[src/rtl/wfifo_write_frontend_if.sv]
// Bundle of all non-clock signals around the async FIFO write front end.
// slave  : the front end itself.
// master : the surrounding environment (producer plus write-pointer handler).
interface wfifo_write_frontend_if #(
   parameter int DATA_WIDTH = 8,
   parameter int PTR_WIDTH  = 3
);
   // producer stream
   logic                  s_valid;
   logic [DATA_WIDTH-1:0] s_data;
   logic                  s_ready;
   // write path into the pointer handler / memory
   logic                  w_en;
   logic [DATA_WIDTH-1:0] wdata;
   logic                  full;
   // pointers and derived level
   logic [PTR_WIDTH:0]    b_wptr;
   logic [PTR_WIDTH:0]    g_rptr_sync;
   logic [PTR_WIDTH:0]    wlevel;
   logic                  almost_full;

   modport slave (
      input  s_valid, s_data, full, b_wptr, g_rptr_sync,
      output s_ready, w_en, wdata, wlevel, almost_full
   );

   modport master (
      output s_valid, s_data, full, b_wptr, g_rptr_sync,
      input  s_ready, w_en, wdata, wlevel, almost_full
   );
endinterface

[src/rtl/wfifo_write_frontend.sv]
// Write-domain front end of the async FIFO: a 2-entry skid buffer between the
// producer stream and the write-pointer handler, plus a registered write-side
// fill level and almost_full flag.
module wfifo_write_frontend #(
   parameter int DATA_WIDTH = 8,
   parameter int PTR_WIDTH  = 3,
   parameter int AF_THRESH  = 6
) (
   input logic                   wclk,
   input logic                   wrst_n,
   wfifo_write_frontend_if.slave bus
);

   localparam logic [PTR_WIDTH:0] AF_LEVEL = AF_THRESH[PTR_WIDTH:0];

   // output slot feeds the handler directly; skid slot absorbs one overflow word
   logic                  out_valid_reg, out_valid_next;
   logic [DATA_WIDTH-1:0] out_data_reg,  out_data_next;
   logic                  skid_valid_reg, skid_valid_next;
   logic [DATA_WIDTH-1:0] skid_data_reg,  skid_data_next;
   logic                  s_ready_reg,   s_ready_next;

   logic [PTR_WIDTH:0]    rptr_bin;
   logic [PTR_WIDTH:0]    wlevel_reg,    wlevel_next;
   logic                  almost_full_reg, almost_full_next;

   logic s_fire;
   logic consume;

   assign s_fire  = bus.s_valid & s_ready_reg;
   assign consume = out_valid_reg & ~bus.full;

   // Gray to binary: each binary bit is the XOR of all Gray bits at or above it
   genvar gi;
   generate
      for (gi = 0; gi <= PTR_WIDTH; gi++) begin : g_gray2bin
         assign rptr_bin[gi] = ^bus.g_rptr_sync[PTR_WIDTH:gi];
      end
   endgenerate

   // Skid-buffer steering: refill the output slot oldest-first, park overflow in skid
   always_comb begin
      out_valid_next  = out_valid_reg;
      out_data_next   = out_data_reg;
      skid_valid_next = skid_valid_reg;
      skid_data_next  = skid_data_reg;

      if (consume || !out_valid_reg) begin
         if (skid_valid_reg) begin
            out_valid_next  = 1'b1;
            out_data_next   = skid_data_reg;
            skid_valid_next = s_fire;
            if (s_fire) begin
               skid_data_next = bus.s_data;
            end
         end else if (s_fire) begin
            out_valid_next = 1'b1;
            out_data_next  = bus.s_data;
         end else begin
            out_valid_next = 1'b0;
         end
      end else if (s_fire) begin
         // s_ready only stays high while the skid is empty, so it cannot be overwritten
         skid_valid_next = 1'b1;
         skid_data_next  = bus.s_data;
      end

      s_ready_next = ~skid_valid_next;
   end

   // Fill level by modulo subtraction, correct across pointer wrap
   always_comb begin
      wlevel_next      = bus.b_wptr - rptr_bin;
      almost_full_next = (wlevel_next >= AF_LEVEL);
   end

   // Buffer and handshake state; reset discards anything in flight
   always_ff @(posedge wclk or negedge wrst_n) begin
      if (!wrst_n) begin
         out_valid_reg  <= 1'b0;
         out_data_reg   <= '0;
         skid_valid_reg <= 1'b0;
         skid_data_reg  <= '0;
         s_ready_reg    <= 1'b0;
      end else begin
         out_valid_reg  <= out_valid_next;
         out_data_reg   <= out_data_next;
         skid_valid_reg <= skid_valid_next;
         skid_data_reg  <= skid_data_next;
         s_ready_reg    <= s_ready_next;
      end
   end

   // Registered level and almost_full (one cycle behind the pointers)
   always_ff @(posedge wclk or negedge wrst_n) begin
      if (!wrst_n) begin
         wlevel_reg      <= '0;
         almost_full_reg <= 1'b0;
      end else begin
         wlevel_reg      <= wlevel_next;
         almost_full_reg <= almost_full_next;
      end
   end

   assign bus.s_ready     = s_ready_reg;
   assign bus.w_en        = out_valid_reg;
   assign bus.wdata       = out_data_reg;
   assign bus.wlevel      = wlevel_reg;
   assign bus.almost_full = almost_full_reg;

endmodule

[src/flat_wrapper.sv]
// flat-port wrapper written by rule: the top's interface ports become plain ports
module wfifo_write_frontend_flat 
#(
   parameter int DATA_WIDTH = 8,
   parameter int PTR_WIDTH  = 3,
   parameter int AF_THRESH  = 6
)
  (wclk, wrst_n, bus_s_valid, bus_s_data, bus_full, bus_b_wptr, bus_g_rptr_sync, bus_s_ready, bus_w_en, bus_wdata, bus_wlevel, bus_almost_full);
  wfifo_write_frontend_if #(.DATA_WIDTH(DATA_WIDTH), .PTR_WIDTH(PTR_WIDTH)) bus_i ();
  input logic wclk;
  input logic wrst_n;
  input wire logic [$bits(bus_i.s_valid)-1:0] bus_s_valid;
  input wire logic [$bits(bus_i.s_data)-1:0] bus_s_data;
  input wire logic [$bits(bus_i.full)-1:0] bus_full;
  input wire logic [$bits(bus_i.b_wptr)-1:0] bus_b_wptr;
  input wire logic [$bits(bus_i.g_rptr_sync)-1:0] bus_g_rptr_sync;
  output wire logic [$bits(bus_i.s_ready)-1:0] bus_s_ready;
  output wire logic [$bits(bus_i.w_en)-1:0] bus_w_en;
  output wire logic [$bits(bus_i.wdata)-1:0] bus_wdata;
  output wire logic [$bits(bus_i.wlevel)-1:0] bus_wlevel;
  output wire logic [$bits(bus_i.almost_full)-1:0] bus_almost_full;
  assign bus_i.s_valid = bus_s_valid;
  assign bus_i.s_data = bus_s_data;
  assign bus_i.full = bus_full;
  assign bus_i.b_wptr = bus_b_wptr;
  assign bus_i.g_rptr_sync = bus_g_rptr_sync;
  assign bus_s_ready = bus_i.s_ready;
  assign bus_w_en = bus_i.w_en;
  assign bus_wdata = bus_i.wdata;
  assign bus_wlevel = bus_i.wlevel;
  assign bus_almost_full = bus_i.almost_full;
  wfifo_write_frontend #(.DATA_WIDTH(DATA_WIDTH), .PTR_WIDTH(PTR_WIDTH), .AF_THRESH(AF_THRESH)) u_core (.wclk(wclk), .wrst_n(wrst_n), .bus(bus_i));
endmodule
[config.mk]
export PLATFORM = sky130hd
export DESIGN_NAME = wfifo_write_frontend_flat
export DESIGN_NICKNAME = d
export VERILOG_FILES = /design/src/rtl/wfifo_write_frontend_if.sv /design/src/rtl/wfifo_write_frontend.sv /design/src/flat_wrapper.sv
export SDC_FILE = /design/constraint.sdc
export NUM_CORES = 1
export LEC_CHECK = 0
export CAP_MARGIN = 0
export CORE_UTILIZATION = 48
export CTS_CLUSTER_DIAMETER = 200
export DETAILED_ROUTE_END_ITERATION = 8
export PLACE_DENSITY_LB_ADDON = 0.25
export RECOVER_POWER = 100
export SLEW_MARGIN = 25
export SYNTH_ARGS = -nofsm -noshare
export SYNTH_HDL_FRONTEND = slang
export SYNTH_SLANG_ARGS = --single-unit
export TNS_END_PERCENT = 5
[constraint.sdc]
create_clock -name wclk -period 2.9 [get_ports wclk]
set_clock_uncertainty 0.05 [all_clocks]
set_input_delay 0.87 -clock wclk [delete_from_list [all_inputs] [get_ports wclk]]
set_output_delay 0.87 -clock wclk [all_outputs]
set_load 0.01 [all_outputs]
==> run_results.csv <==
group,metric,value,unit
die,die_y,49.8,µm
logic_synthesis,synth-edff-count,0,
clocking,cts_hold_buf,0,
critical_path,rr_worst_depth,3,
critical_path,cp.arrival,3030,ps
hold_path,min_path_type,"reg2reg",
critical_path,cp-end-kind,"register",
timing,slew-limit-headroom,0.180,
finish,syn_to_final_growth,43.9,%
critical_path,crit_path_top_delay_cell,"fa_2",
die,initial_utilization,0.531,
critical_path,startpoint,"bus_g_rptr_sync[3]",
clocking,ctsLongestPathBuffers,2,
die,die_w,49.8,µm
grt,track_usage,0.209,
logic_synthesis,synth_fp_nets,115,
logic_synthesis,synth_cells,92,
timing,totalNegativeSetupSlack,0,ps
timing,setup_viol,0,
critical_path,ff2ff_setup_slack,930,ps
hold_path,min_path_cells,1,
place,dp_cells,159,
power_and_ir_drop,p_per_area,841,nW/µm²
run,drv_cap,0,
timing,layout_min_cycle_time,2880,ps
logic_synthesis,syn_avg_cell_area,11.9,µm²
finish,fin_util,0.764,
finish,nets,163,
clocking,cts.sinks,24,
detailed_routing,drt-initial-drc-count,14,
detailed_routing,num_vias,858,
critical_path,r2r-end,"u_core.skid_data_reg[5]",
timing,timing.hold.ws,470,ps
grt,grt.overflow.total,0,
die,rows,16,
critical_path,r2r_start,"u_core.skid_valid_reg",
logic_synthesis,seq_area_frac_synth,0.549,
die,fp.dieArea,2480,µm²
grt,grt_max_degree,25,
grt,grt_pass1_vias,920,
timing,fin_crit_sh,0.993,
detailed_routing,wl_per_cell,13.5,µm
detailed_routing,wl,2220,µm
place,gp_congestion,0.771,
clocking,cts_tree,"yes",
critical_path,crit_chain,"dlygate4sd2_1, xor2_2, xnor2_2, xnor2_1, ha_2, inv_1, fa_2, xor2_1, xnor2_1, and2_1, a311o_1",
logic_synthesis,async_flop_share,1.00,
timing,hold_violations,0,
power_and_ir_drop,power.leakage,0.676,nW
clocking,numCtsBuffers,3,
clocking,clk_pin_slew,110,ps
grt,grt_pass1_wl,3830,µm
finish,antenna_cells,0,
logic_synthesis,synth_ff_type,"dfrtp_1",
die,io_pins,35,
timing,maxSlewViolCount,0,
detailed_routing,dr.pass1.iters,4,
detailed_routing,drc,0,
logic_synthesis,ys.warnings.count,0,
detailed_routing,ant_nets,0,
place,port_buffers,34,
critical_path,cp.required,3050,ps
die,core-area,2060,µm²
logic_synthesis,synth_cell_type_count,24,
logic_synthesis,ys_ff_latch,24,
critical_path,worst-setup-path-type,"in2reg",
place,detailed_place_hpwl,1560,µm
finish,fin_cells,165,
timing,tightestPinTransition,1230,ps
power_and_ir_drop,ir_drop,0.549,mV
finish,layout-drive-gt1-share,0.188,
critical_path,setup.worst_path.start_class,"input pin",
grt,antenna_found_initial,0,
detailed_routing,vias_per_cell,5.20,
clocking,htree_num_levels,1,
clocking,clk_latency,310,ps
critical_path,max_stage_delay,330,ps
clocking,root_buffer,"clkbuf_4",
logic_synthesis,syn_area,1090,µm²
critical_path,cpMostUsedCell,"xnor2_1",
timing,timing.fmax,347,MHz
critical_path,setup.worst_path.end,"u_core.bus.almost_full",
outcome,status,"finished clean",
critical_path,worstPathMaxFanout,3,
==> metrics by stage <==
| stage | power, mW | area (µm²) | setup WS [ps] |
|---|---|---|---|
| after floorplan | 0.923 | 1110 | 56.6 |
| after global placement | 1.20 | 1540 | -442 |
| after detailed placement | 1.22 | 1540 | -538 |
| after CTS | 1.37 | 1570 | 46.7 |
| after global routing | 1.43 | 1580 | -42.2 |
| final | 1.32 | 1580 | 20.6 |
==> per-layer routing <==
layer / wire length [µm] / vias up / global-route usage
li1: - / 412 / -
met2: 1170 / 34 / 0.369
met5: 0 / - / 0
met4: 58 / 0 / 0.0905
met3: 123 / 8 / 0.0494
met1: 864 / 404 / 0.237
==> cell families (layout without fill, tap and decap cells) <==
group | Yosys count | count (layout) | share of synthesized area
compound gates | 17 | 17 | 0.0903
xor+xnor | 5 | 5 | 0.0400
fa+ha+maj | 3 | 3 | 0.0411
buf+inv | 7 | 53 | 0.0251
flops | 24 | 24 | 0.549
mux | 16 | 16 | 0.155
simple gates | 20 | 20 | 0.0994
==> worst max-delay path: cells and delay by family <==
family / cells / cell delay (ps)
AO/OA/AOI/OAI: 1 / 290
XOR/XNOR: 5 / 850
adder cells (fa/ha/maj): 2 / 540
buffers and inverters: 2 / 310
AND/OR/NAND/NOR: 1 / 160
==> Yosys cell counts (3+ instances only) <==
library cell	n	area, µm²
a21oi_1	11	55.1
dfrtp_1	24	601
inv_1	5	18.8
mux2_2	8	90.1
mux2i_1	8	80.1
nand2_1	3	11.3
nor2_1	9	33.8
xnor2_1	3	26.3
==> worst min path at each step <==
| stage | startpoint | end | slack (ps) |
|---|---|---|---|
| floorplan | u_core.skid_valid_reg | u_core.bus.w_en | 400 |
| global placement | u_core.skid_data_reg[3] | u_core.skid_data_reg[3] | 440 |
| detailed placement | u_core.skid_data_reg[7] | u_core.skid_data_reg[7] | 450 |
| CTS | u_core.skid_data_reg[7] | u_core.skid_data_reg[7] | 470 |
| global route | u_core.skid_data_reg[6] | u_core.skid_data_reg[6] | 490 |
| finish | u_core.skid_data_reg[3] | u_core.skid_data_reg[3] | 470 |
==> placed cells by master, fill, tap and decap left out, types with 3 or more instances in the layout <==
cell             netlist  layout
a21oi_1               11      11
dfrtp_1               24      24
nand2_1                3       3
buf_4                  0       9
nor2_1                 9      10
inv_1                  5       5
dlygate4sd3_1          0      17
clkdlybuf4s50_1        0      14
clkbuf_4               0       3
mux2i_1                8       8
mux2_2                 8       8
==> layout make-up <==
class | count | area (µm²)
clock buffer | 3 | 22.5
fill | 131 | 487
inverter | 5 | 18.8
multi-input combinational | 61 | 484
sequential | 24 | 601
tap | 27 | 33.8
timing repair buffer | 45 | 415
==> power breakdown <==
group	switching [mW]	total, mW	internal (mW)
sequential	0.104	0.591	0.487
combinational	0.259	0.594	0.335
clock	0.0904	0.139	0.0486
total	0.454	1.32	0.870
==> timing repair <==
item / CTS / global route
endpoints found under the setup margin: 1 / 1
setup buffers: 1 / 2
pin swaps: 4 / 6
resized for setup: 4 / 1
No activity file was read; power rests on OpenSTA's default activity.
==> RTL change 1, RTL diff (same settings) <==
`PTR_WIDTH` is set to 3 in 3 places; all go to 4.
--- a/src/rtl/wfifo_write_frontend_if.sv
+++ b/src/rtl/wfifo_write_frontend_if.sv
@@ -3,7 +3,7 @@
 // master : the surrounding environment (producer plus write-pointer handler).
 interface wfifo_write_frontend_if #(
    parameter int DATA_WIDTH = 8,
-   parameter int PTR_WIDTH  = 3
+   parameter int PTR_WIDTH  = 4
 );
    // producer stream
    logic                  s_valid;
--- a/src/rtl/wfifo_write_frontend.sv
+++ b/src/rtl/wfifo_write_frontend.sv
@@ -3,7 +3,7 @@
 // fill level and almost_full flag.
 module wfifo_write_frontend #(
    parameter int DATA_WIDTH = 8,
-   parameter int PTR_WIDTH  = 3,
+   parameter int PTR_WIDTH  = 4,
    parameter int AF_THRESH  = 6
 ) (
    input logic                   wclk,
--- a/src/flat_wrapper.sv
+++ b/src/flat_wrapper.sv
@@ -2,7 +2,7 @@
 module wfifo_write_frontend_flat 
 #(
    parameter int DATA_WIDTH = 8,
-   parameter int PTR_WIDTH  = 3,
+   parameter int PTR_WIDTH  = 4,
    parameter int AF_THRESH  = 6
 )
   (wclk, wrst_n, bus_s_valid, bus_s_data, bus_full, bus_b_wptr, bus_g_rptr_sync, bus_s_ready, bus_w_en, bus_wdata, bus_wlevel, bus_almost_full);
Interface: changed (resized bus_b_wptr, bus_g_rptr_sync and bus_wlevel); port bits go from 35 to 38. No check against the original RTL was run, so the function may have changed too.
==> RTL change 1 against the original RTL <==
  * The run now ends with setup timing left
  * Final area rose by 9.2%
  * Clock power rose by 6%
  * Final cell count up 9.1%
  * Sequential cell count rose by 1
  * Area after synthesis rose by 8.0%
  * Total power up 14%
  * Setup slack worse by 0.023 ns
  * Sequential power up 6.1%
  * Wire length increased by 5.0%
  * Count of clock-buffer cells in the layout grew 1
==> RTL change 1: results <==
[status]
status = "finished, violations left"
violations = "setup timing"

[power_and_ir_drop]
seqPwrFrac = 0.415
ir_drop_mv = 0.585
leakage_nw = 0.751
power.share.clock = 0.097
p_seq_uw = 627
p_int_mw = 1.00

[worst_setup_path]
critPathMaxFanout = 2
start_kind = "input pin"
r2r-end = "u_core.skid_data_reg[6]"
cp.arrival_ns = 3.05
startpoint = "bus_g_rptr_sync[3]"
reg2reg_from = "u_core.skid_valid_reg"
reg2reg_slack_ns = 1.08

[yosys]
seq_area_frac_synth = 0.529
synth_area_leaders = "dfrtp_1 53%, mux2_2 7.6%, mux2i_1 6.8%, a21oi_1 5.5%, ha_1 4.2%"
synthCells = 99
yosys_warnings = 0
ys_types = 24
netlist_top_cells_count = "25 x dfrtp_1, 13 x a21oi_1, 11 x nor2_1"
synth_fp_nets = 126
async_flop_share = 1.00

[detailed_routing]
drt_first_iter_violations = 10
routed_wl_mm = 2.33
drt-vias-per-instance = 5.06

[timing]
fin_ws_ns = -0.00229
tightestPinTransition_ns = 1.28
setup_tns_ns = -0.00229
setup_viol = 1

[cts]
clk_pin_slew_worst_paths_ns = 0.13
clk_latency_ns = 0.31
cts_max_level = 1
cts-root-buf = "clkbuf_4"
cts_made_buffers = 3
clockBufferDepth = 2

[cells_and_area]
fill_cells = 156
drive_above_1_share = 0.217
final_cells = 180
num_antenna_cells = 0

[place]
dp_cells = 169
io_buffers = 37
place_hpwl_mm = 1.69
place.gp.congestion = 0.756
detailedPlace.worstSlack_ns = -0.781

[global_routing]
grt_max_degree = 26
met3_usage = 0.0351
grt_pass1_wl_mm = 3.83
grt_pass1_vias = 885
use_met2 = 0.340
grt.total_usage = 0.199
grtUsageMet1 = 0.253

[min_path]
hold_end = "u_core.skid_data_reg[1]"
hold_path_depth = 1
hp-start = "u_core.skid_data_reg[1]"
[RTL change 1: cell types whose count changed in the layout (fill, tap and decap cells not counted), sizes merged, moves of 3 or more]
cell	before	now
inv	5	8
clkdlybuf4s50	14	32
and2	3	0
buf	9	14
dlygate4sd3	17	2
[RTL change 1: worst max-delay path, stage by stage]
cell and delay (ns):
buf_8 0.10, xnor2_4 0.18, xor2_2 0.22, xor2_2 0.18, xnor2_1 0.10, ha_2 0.19, fa_2 0.55, inv_2 0.05
a32oi_1 0.18, o311ai_1 0.12, a311o_1 0.32
[RTL change 1: layout make-up]
class,count,area (µm²),area share
timing repair buffer,51,473,0.275
inverter,8,30.0,0.0175
clock buffer,4,26.3,0.0153
multi-input combinational,64,531,0.308
sequential,25,626,0.364
tap,28,35.0,0.0204
[RTL change 1: metrics by stage]
step	hold WS (ns)	cell area [µm²]
final	0.473	1720
after global routing	0.479	1720
after CTS	0.475	1690
after detailed placement	0.446	1640
after global placement	0.439	1640
after floorplan	0.430	1200
[RTL change 1: timing repair]
item                                    4_1_cts  5_1_grt
pin swaps                                     9        9
hold buffers                                  0        0
resized for setup                            12        5
endpoints found under the setup margin        2        1
setup buffers                                 4        3
gates cloned                                  0        0
[RTL change 1: kinds of logic after synthesis]
family | after synthesis | synth area share
AO/OA/AOI/OAI | 19 | 0.0963
XOR/XNOR | 8 | 0.0783
adder cells (fa/ha/maj) | 5 | 0.0593
buffers and inverters | 10 | 0.0360
flip-flops | 25 | 0.529
multiplexers | 16 | 0.144
AND/OR/NAND/NOR | 16 | 0.0572
[RTL change 1: routing by layer]
metal	up-vias	share of wire
met1	441	0.43
li1	446	-
met3	2	0.040
met4	0	0.0064
met5	-	0
met2	22	0.52
==> RTL change 2, RTL diff (same flow settings) <==
Without the edit above. Make the reset (`wrst_n`) synchronous in 2 clocked blocks. Comments in the files are not updated.
--- a/src/rtl/wfifo_write_frontend.sv
+++ b/src/rtl/wfifo_write_frontend.sv
@@ -75,7 +75,7 @@
    end
 
    // Buffer and handshake state; reset discards anything in flight
-   always_ff @(posedge wclk or negedge wrst_n) begin
+   always_ff @(posedge wclk) begin
       if (!wrst_n) begin
          out_valid_reg  <= 1'b0;
          out_data_reg   <= '0;
@@ -92,7 +92,7 @@
    end
 
    // Registered level and almost_full (one cycle behind the pointers)
-   always_ff @(posedge wclk or negedge wrst_n) begin
+   always_ff @(posedge wclk) begin
       if (!wrst_n) begin
          wlevel_reg      <= '0;
          almost_full_reg <= 1'b0;
Function: differs if wrst_n is asserted again (counterexample within 4 cycles, from zero or initial values and one cycle with wrst_n low); with wrst_n held inactive, the same outputs for 10 cycles.
==> RTL change 2 against the original RTL <==
  * Setup slack improved by 0.18 ns
  * Sequential cell count unchanged
  * Final area shrank 4.3%
  * Register-to-register slack better by 0.02 ns
  * Area after synthesis fell by 3.2%
  * Via count grew 6.9%
  * Wire length shrank 1.3%
  * Critical path type unchanged
  * Critical endpoint is now u_core.bus.almost_full
  * Largest cell class is now multi-input gates
Power is not compared: it rests on default switching activity, and its combinational part moved more than twofold at a synthesized area within 25%.
==> RTL change 2: results <==
[detailed_routing]
wl_met3_um = 82
dr_wl_met2_mm = 1.19
drt-met1-wl_um = 898
routed-via-count = 917
routed.top_layer = "met4"
wl_per_cell_um = 12.5
drt_first_iter_violations = 8

[cts]
cts_resized = 2
cts_max_level = 1
post_cts_buffers = 0
clk_pin_slew_worst_paths_ns = 0.13

[global_routing]
grtUsageMet1 = 0.208
met3_usage = 0.0280
use_met2 = 0.419
grt_pass1_vias = 928
antenna_found_initial = 0
grt.total_usage = 0.207
grt_pass1_wl_mm = 3.82

[cells_and_area]
final_cells = 175
layout.nets = 172
drive_above_1_share = 0.0811
num_antenna_cells = 0

[place]
place_area_um2 = 1460
detailedPlace.worstSlack_ns = -0.429
place_hpwl_mm = 1.57
place.gp.congestion = 0.696

[yosys]
async_flop_share = 0
netlist_top_cells_count = "24 x dfxtp_1, 19 x nand2_1, 9 x a21boi_0, 9 x o21ai_0"
synth_area_leaders = "dfxtp_1 45%, mux2i_1 7.6%, o211a_1 7.6%, nand2_1 6.7%, a21boi_0 6.4%"
synth_fp_nets = 132
ys.flop_type = "dfxtp_1"
seq_area_frac_synth = 0.453
synthCells = 109
ys_types = 23

[power_and_ir_drop]
leakage_nw = 0.674
ir_drop_mv = 0.275

[status]
status = "finished clean"

[worst_setup_path]
slowest_stage = "clkdlybuf4s50_1"
max_stage_delay_ns = 0.52
cp.arrival_ns = 2.91

[min_path]
min_path_type = "reg -> reg"

[timing]
tightestPinTransition_ns = 0.641
[RTL change 2: changes by cell type after synthesis, moves of 2 or more]
cell / change
o21ai_0: +7
nand2_1: +16
o211a_1: +8
dfxtp_1: +24
a21boi_0: +9
clkbuf_1: +2
nand3_1: +2
nor2_1: -8
a21oi_1: -8
mux2_2: -8
inv_1: -3
dfrtp_1: -24
[RTL change 2: worst max-delay path: cells and delay by family]
| kind | cells | cell delay (ns) |
|---|---|---|
| XOR/XNOR | 4 | 0.69 |
| adder cells (fa/ha/maj) | 2 | 0.57 |
| buffers and inverters | 2 | 0.58 |
| AND/OR/NAND/NOR | 2 | 0.18 |
[RTL change 2: worst paths after layout]
kind | cells after the start | start | to | slack, ns
worst max register to register | 5 | u_core.skid_valid_reg | u_core.bus.wdata[1] | 0.95
worst max-delay path | 10 | bus_g_rptr_sync[1] | u_core.bus.almost_full | 0.20
worst min register to register | 2 | u_core.skid_data_reg[5] | u_core.skid_data_reg[5] | 0.44
worst min-delay path | 2 | u_core.skid_data_reg[5] | u_core.skid_data_reg[5] | 0.44
[RTL change 2: layout make-up]
class,count,area [µm²]
multi-input combinational,79,571
fill,154,514
sequential,24,480
timing repair buffer,39,379
clock buffer,4,36.3
tap,27,33.8
inverter,2,7.51
[RTL change 2: cells by family (layout without fill, tap and decap cells)]
family / after synthesis / after routing / share of synthesized area
compound gates: 32 / 32 / 0.218
xor+xnor: 6 / 6 / 0.0496
fa+ha+maj: 3 / 3 / 0.0425
buf+inv: 6 / 45 / 0.0224
flops: 24 / 24 / 0.453
mux: 8 / 8 / 0.0756
simple gates: 30 / 30 / 0.138
[RTL change 2: power by group]
group          total [mW]  switching (mW)  internal (mW)
clock network       0.173          0.0966         0.0766
registers           0.364         0.00920          0.355
logic               0.176          0.0762          0.100
total               0.714           0.182          0.532
